--- config.mk ---
export PLATFORM = sky130hd
export DESIGN_NAME = rd_ptr_sync_ctrl
export DESIGN_NICKNAME = d
export VERILOG_FILES = /design/src/rtl/fifo_pkg.sv /design/src/rtl/cdc_sync_chain.sv /design/src/rtl/rd_ptr_sync_ctrl.sv
export SDC_FILE = /design/constraint.sdc
export NUM_CORES = 1
export LEC_CHECK = 0
export ABC_CLOCK_PERIOD_IN_PS = 10000
export BUFFER_PORTS_ARGS = -buffer_cell sky130_fd_sc_hd__buf_2
export CELL_PAD_IN_SITES_DETAIL_PLACEMENT = 0
export CELL_PAD_IN_SITES_GLOBAL_PLACEMENT = 1
export CORE_MARGIN = 2
export CORE_UTILIZATION = 46
export DETAILED_ROUTE_END_ITERATION = 7
export GPL_TIMING_DRIVEN = 1
export PLACE_DENSITY = 0.89
export SYNTH_ARGS = -nofsm -noshare
export SYNTH_HDL_FRONTEND = slang
export SYNTH_SLANG_ARGS = --single-unit
--- constraint.sdc ---
create_clock -name rd_clk -period 10 [get_ports rd_clk]
set_clock_uncertainty 0.05 [all_clocks]
set_input_delay 0.5 -clock rd_clk [delete_from_list [all_inputs] [get_ports rd_clk]]
set_output_delay 0.5 -clock rd_clk [all_outputs]
set_load 0.1 [all_outputs]
--- src/rtl/fifo_pkg.sv ---
// Shared pointer helpers for the asynchronous FIFO: Gray/binary conversion and popcount.
// Functions work on 32-bit zero-extended values; callers size-cast the result back to pointer width.
package fifo_pkg;

    localparam int DEFAULT_ADDR_W = 5;
    localparam int FUNC_W         = 32;

    typedef logic [FUNC_W-1:0] word_t;

    function automatic word_t bin2gray(input word_t bin);
        return bin ^ (bin >> 1);
    endfunction

    // Prefix XOR from the MSB down; zero-extension keeps the low bits exact.
    function automatic word_t gray2bin(input word_t gray);
        word_t bin;
        bin[FUNC_W-1] = gray[FUNC_W-1];
        for (int i = FUNC_W - 2; i >= 0; i--) begin
            bin[i] = bin[i+1] ^ gray[i];
        end
        return bin;
    endfunction

    function automatic int unsigned popcount(input word_t v);
        int unsigned cnt;
        cnt = 0;
        for (int i = 0; i < FUNC_W; i++) begin
            cnt = cnt + 32'(v[i]);
        end
        return cnt;
    endfunction

endpackage

--- src/rtl/cdc_sync_chain.sv ---
// Generic multi-flop synchroniser, also used for the write-side mirror of the pointer logic.
// Plain flop-to-flop chain so the first stage has a full cycle to resolve metastability.
module cdc_sync_chain #(
    parameter int WIDTH  = 6,
    parameter int STAGES = 2
) (
    input  logic             clk,
    input  logic             rst,
    input  logic [WIDTH-1:0] d,
    output logic [WIDTH-1:0] q
);

    logic [WIDTH-1:0] stage_q [STAGES];

    generate
        for (genvar gi = 0; gi < STAGES; gi++) begin : g_stage
            if (gi == 0) begin : g_first
                always_ff @(posedge clk or posedge rst) begin
                    if (rst) begin
                        stage_q[gi] <= '0;
                    end else begin
                        stage_q[gi] <= d;
                    end
                end
            end else begin : g_next
                always_ff @(posedge clk or posedge rst) begin
                    if (rst) begin
                        stage_q[gi] <= '0;
                    end else begin
                        stage_q[gi] <= stage_q[gi-1];
                    end
                end
            end
        end
    endgenerate

    assign q = stage_q[STAGES-1];

endmodule

--- src/rtl/rd_ptr_sync_ctrl.sv ---
// Read-side pointer controller of the async FIFO: synchronises the write Gray pointer,
// owns the read pointer and produces registered empty/almost-empty/level/underflow status.
module rd_ptr_sync_ctrl
    import fifo_pkg::*;
#(
    parameter int ADDR_W        = DEFAULT_ADDR_W,
    parameter int SYNC_STAGES   = 2,
    parameter int AEMPTY_THRESH = 4
) (
    input  logic              rd_clk,
    input  logic              rd_rst,
    input  logic [ADDR_W:0]   wr_ptr_gray,
    input  logic              rd_en,
    output logic [ADDR_W-1:0] rd_addr,
    output logic [ADDR_W:0]   rd_ptr_gray,
    output logic [ADDR_W:0]   rq_wr_ptr_gray,
    output logic              rd_empty,
    output logic              rd_aempty,
    output logic [ADDR_W:0]   rd_level,
    output logic              rd_underflow,
    output logic              gray_err
);

    localparam int PTR_W = ADDR_W + 1;
    localparam logic [PTR_W-1:0] AEMPTY_LVL = PTR_W'(AEMPTY_THRESH);

    logic [PTR_W-1:0] wbin;
    logic             pop;

    logic [PTR_W-1:0] rd_bin_q,       rd_bin_d;
    logic [PTR_W-1:0] rd_ptr_gray_q,  rd_ptr_gray_d;
    logic             rd_empty_q,     rd_empty_d;
    logic             rd_aempty_q,    rd_aempty_d;
    logic [PTR_W-1:0] rd_level_q,     rd_level_d;
    logic             rd_underflow_q, rd_underflow_d;
    logic             gray_err_q,     gray_err_d;
    logic [PTR_W-1:0] prev_q,         prev_d;

    cdc_sync_chain #(
        .WIDTH  (PTR_W),
        .STAGES (SYNC_STAGES)
    ) u_wr_ptr_sync (
        .clk (rd_clk),
        .rst (rd_rst),
        .d   (wr_ptr_gray),
        .q   (rq_wr_ptr_gray)
    );

    // Empty and level use the post-pop pointer so a read and a newly arrived write
    // land in the same registered update; modular arithmetic handles the wrap.
    always_comb begin
        wbin           = PTR_W'(gray2bin(32'(rq_wr_ptr_gray)));
        pop            = rd_en & ~rd_empty_q;
        rd_bin_d       = rd_bin_q + PTR_W'(pop);
        rd_ptr_gray_d  = PTR_W'(bin2gray(32'(rd_bin_d)));
        rd_empty_d     = (rd_ptr_gray_d == rq_wr_ptr_gray);
        rd_level_d     = wbin - rd_bin_d;
        rd_aempty_d    = (rd_level_d <= AEMPTY_LVL);
        rd_underflow_d = rd_en & rd_empty_q;
        prev_d         = rq_wr_ptr_gray;
        gray_err_d     = gray_err_q | (popcount(32'(rq_wr_ptr_gray ^ prev_q)) > 1);
    end

    always_ff @(posedge rd_clk or posedge rd_rst) begin
        if (rd_rst) begin
            rd_bin_q       <= '0;
            rd_ptr_gray_q  <= '0;
            rd_empty_q     <= 1'b1;
            rd_aempty_q    <= 1'b1;
            rd_level_q     <= '0;
            rd_underflow_q <= 1'b0;
            gray_err_q     <= 1'b0;
            prev_q         <= '0;
        end else begin
            rd_bin_q       <= rd_bin_d;
            rd_ptr_gray_q  <= rd_ptr_gray_d;
            rd_empty_q     <= rd_empty_d;
            rd_aempty_q    <= rd_aempty_d;
            rd_level_q     <= rd_level_d;
            rd_underflow_q <= rd_underflow_d;
            gray_err_q     <= gray_err_d;
            prev_q         <= prev_d;
        end
    end

    assign rd_addr      = rd_bin_q[ADDR_W-1:0];
    assign rd_ptr_gray  = rd_ptr_gray_q;
    assign rd_empty     = rd_empty_q;
    assign rd_aempty    = rd_aempty_q;
    assign rd_level     = rd_level_q;
    assign rd_underflow = rd_underflow_q;
    assign gray_err     = gray_err_q;

endmodule

==> flow_metrics.env <==
export IMPL_grt_max_degree=40
export IMPL_ant_nets=0
export IMPL_hold_path_class="in -> async"
export IMPL_vias=1047
export IMPL_worstMarginPinSlew_ns=0.483
export IMPL_period_needed_ns=3.52
export IMPL_setup_tns_ns=0
export IMPL_met1_length_um=1210
export IMPL_crit_path_max_fanout=6
export IMPL_synth_top_family_by_area="XOR/XNOR gates"
export IMPL_nets=184
export IMPL_drt_vias_per_instance=4.87
export IMPL_place_congestion=0.763
export IMPL_grt_use_total=0.161
export IMPL_fillers=322
export IMPL_status="finished, final reports clean"
export IMPL_drive_above_1_share=0.335
export IMPL_wl_met3_um=172
export IMPL_dr_wl_met2_um=1470
export IMPL_dr_pass1_iters=5
export IMPL_ys_seq_elements=39
export IMPL_pre_cts_slack_ns=6.49
export IMPL_cts_hold_fix_buffers=0
export IMPL_max_freq_ghz=0.284
export IMPL_cts_root_buffer="clkbuf_8"
export IMPL_synth_seq_area_share=0.557
export IMPL_placed_area_um2=1960
export IMPL_yosys_mux_area_fraction=0
export IMPL_clk_latency_ns=0.30
export IMPL_drt_iter0_drc=56
export IMPL_drt_total_wl_um=2900
export IMPL_path_class="reg -> reg"
export IMPL_synth_xor_xnor_area_share=0.181
export IMPL_yosys_area_top_type="dfrtp_1"
export IMPL_io_pins=36
export IMPL_dp_cells=207
export IMPL_antenna_cells=0
export IMPL_fin_ws_ns=6.48
export IMPL_die_x_um=65.8
export IMPL_cts_resized=0
export IMPL_design_area_um2=2040
export IMPL_slew_violations=0
export IMPL_drv_cap=0
export IMPL_antenna_found_initial=0
export IMPL_synthesis_nets=147
export IMPL_stdcell_count=215
export IMPL_yosys_warnings=0
export IMPL_required_ns=10.15
export IMPL_postSynthCellCount=129
export IMPL_finalCritPeriodShare=0.352
export IMPL_arrival_ns=3.68
export IMPL_cts_sinks=39
export IMPL_start_util=0.480
export IMPL_worstReg2RegStart="u_wr_ptr_sync.q[5]$_DFF_PP0_"
export IMPL_setup_viol=0
export IMPL_yosys_area_share_adder=0.0811
export IMPL_h_tree_depth=2
export IMPL_cp_start_kind="flop"
export IMPL_rsz0062_at_grt="no"
export IMPL_worstSetupStartpoint="u_wr_ptr_sync.q[5]$_DFF_PP0_"
export IMPL_fp_coreArea_um2=3660
export IMPL_place_hpwl_um=2180
export IMPL_drc_errors=0
export IMPL_areaGrowthSynthToFinish_pct=16.0
export IMPL_rows=22
export IMPL_grt_pass1_wl_um=4980
export IMPL_dieArea_um2=4330
export IMPL_gr_total_overflow=0
export IMPL_synth_top_area_frac=0.527
export IMPL_post_cts_buffers=0
export IMPL_synth_cell_type_count=33
export IMPL_syn_area_um2=1760
export IMPL_io_buffers=35
export IMPL_cts_tree="done"
export IMPL_wire_per_inst_um=13.5
export IMPL_routed_top_layer="met4"
export IMPL_synth_compound_area_frac=0.0683
export IMPL_relSlewSlack=0.677
export IMPL_path_clk_slew_ns=0.07
export IMPL_cts_buffer_depth=2
export IMPL_die_y_um=65.8
export IMPL_synth_simple_area_share=0.0612
export IMPL_end_kind="flop"
export IMPL_hold_viol=0
export IMPL_avgSynthCellArea_um2=13.6
export IMPL_cts_inserted_buffers=5
export IMPL_synth_area_top_cells="dfrtp_1 53%, xor2_1 6.5%, xnor2_1 5.0%"
export IMPL_grt_pass1_vias=1067
-- through the flow --
| step | hold slack, ns | util |
|---|---|---|
| CTS | 0.248 | 0.557 |
| global placement | 0.282 | 0.534 |
| global route | 0.241 | 0.557 |
| finish | 0.253 | 0.557 |
| floorplan | 0.281 | - |
| detailed placement | 0.289 | 0.534 |
-- per-layer routing --
metal,up-vias,global-route usage
met1,518,0.205
li1,492,-
met2,29,0.249
met5,-,0
met3,8,0.0664
met4,0,0.0547
-- worst max-delay path, stage by stage (launching register included) --
cell and delay (ns):
dfrtp_1 0.47, xnor2_2 0.35, xnor2_2 0.17, xor2_1 0.24, xor2_1 0.34, xor2_1 0.13, ha_1 0.26, fa_1 0.41
nor2b_1 0.23, o21ai_0 0.10, o311ai_0 0.14, a21oi_1 0.20, a2111oi_4 0.35
-- area by class of cell --
| type | instances | area (µm²) | area share |
|---|---|---|---|
| Clock buffer | 5 | 68.8 | 0.0337 |
| Clock inverter | 3 | 15.0 | 0.00736 |
| Inverter | 12 | 45.0 | 0.0221 |
| Multi-Input combinational cell | 72 | 689 | 0.338 |
| Sequential cell | 39 | 978 | 0.480 |
| Tap cell | 48 | 60.1 | 0.0294 |
| Timing Repair Buffer | 36 | 183 | 0.0896 |
-- cells in the final DEF (no fill, tap or decap), types with 2 or more instances in the layout --
cell / n
a21oi_1: 2
and2_1: 2
buf_2: 35
clkbuf_8: 5
clkinv_2: 3
dfrtp_1: 37
dfstp_2: 2
fa_1: 4
ha_1: 5
inv_1: 12
nand2_1: 3
nand3_1: 2
nor2_1: 3
nor2b_1: 2
o21ai_0: 4
o311ai_0: 2
or3_1: 2
xnor2_1: 10
xnor2_2: 2
xnor3_1: 2
xor2_1: 13
-- path summary, 6_finish.rpt --
path	endpoint	slack (ns)	cells past startpoint
worst max-delay path	rd_aempty$_DFF_PP1_	6.48	12
worst min-delay path	rd_bin_q[3]$_DFF_PP0_	0.25	3
worst max register to register	rd_aempty$_DFF_PP1_	6.48	12
worst min register to register	u_wr_ptr_sync.q[2]$_DFF_PP0_	0.30	0
max in group asynchronous	rd_aempty$_DFF_PP1_	9.30	3
min in group rd_clk	u_wr_ptr_sync.stage_q[9]$_DFF_PP0_	0.25	1
-- kinds of logic after synthesis --
kind of cell    Yosys count
xor+xnor                 29
compound gates           14
flops                    39
simple gates             20
buf+inv                  18
fa+ha+maj                 9
-- Yosys cell counts --
cell / count
xnor2_2: 2
a2111oi_4: 1
dfstp_2: 2
ha_1: 5
a221o_2: 1
a31o_2: 1
and3_1: 1
nor2_1: 3
nor3_1: 1
xor2_1: 13
nor4_1: 1
nand4_1: 1
or3_1: 2
and2_1: 2
dfrtp_1: 37
o21ai_0: 4
nand2_1: 3
a21o_1: 1
fa_1: 4
xnor2_1: 10
and3_2: 1
xnor3_1: 2
o311ai_0: 2
xnor3_2: 1
or2_2: 1
o211ai_1: 1
xor2_2: 1
nand3_1: 2
nor2b_1: 2
a21oi_1: 2
inv_1: 12
buf_4: 6
o22a_2: 1
-- state kept, by name, summed over array words and instances (netlist names) --
name and flops:
rd_bin_q 6, u_wr_ptr_sync.stage_q 6, rd_aempty 1, u_wr_ptr_sync.q 6, rd_underflow 1, rd_ptr_gray 5, rd_level 6, gray_err 1
prev_q 6, rd_empty 1
Power is left out: the tool's default activity adds up to more than one toggle a clock period on the data nets, which glitch-free logic cannot reach.
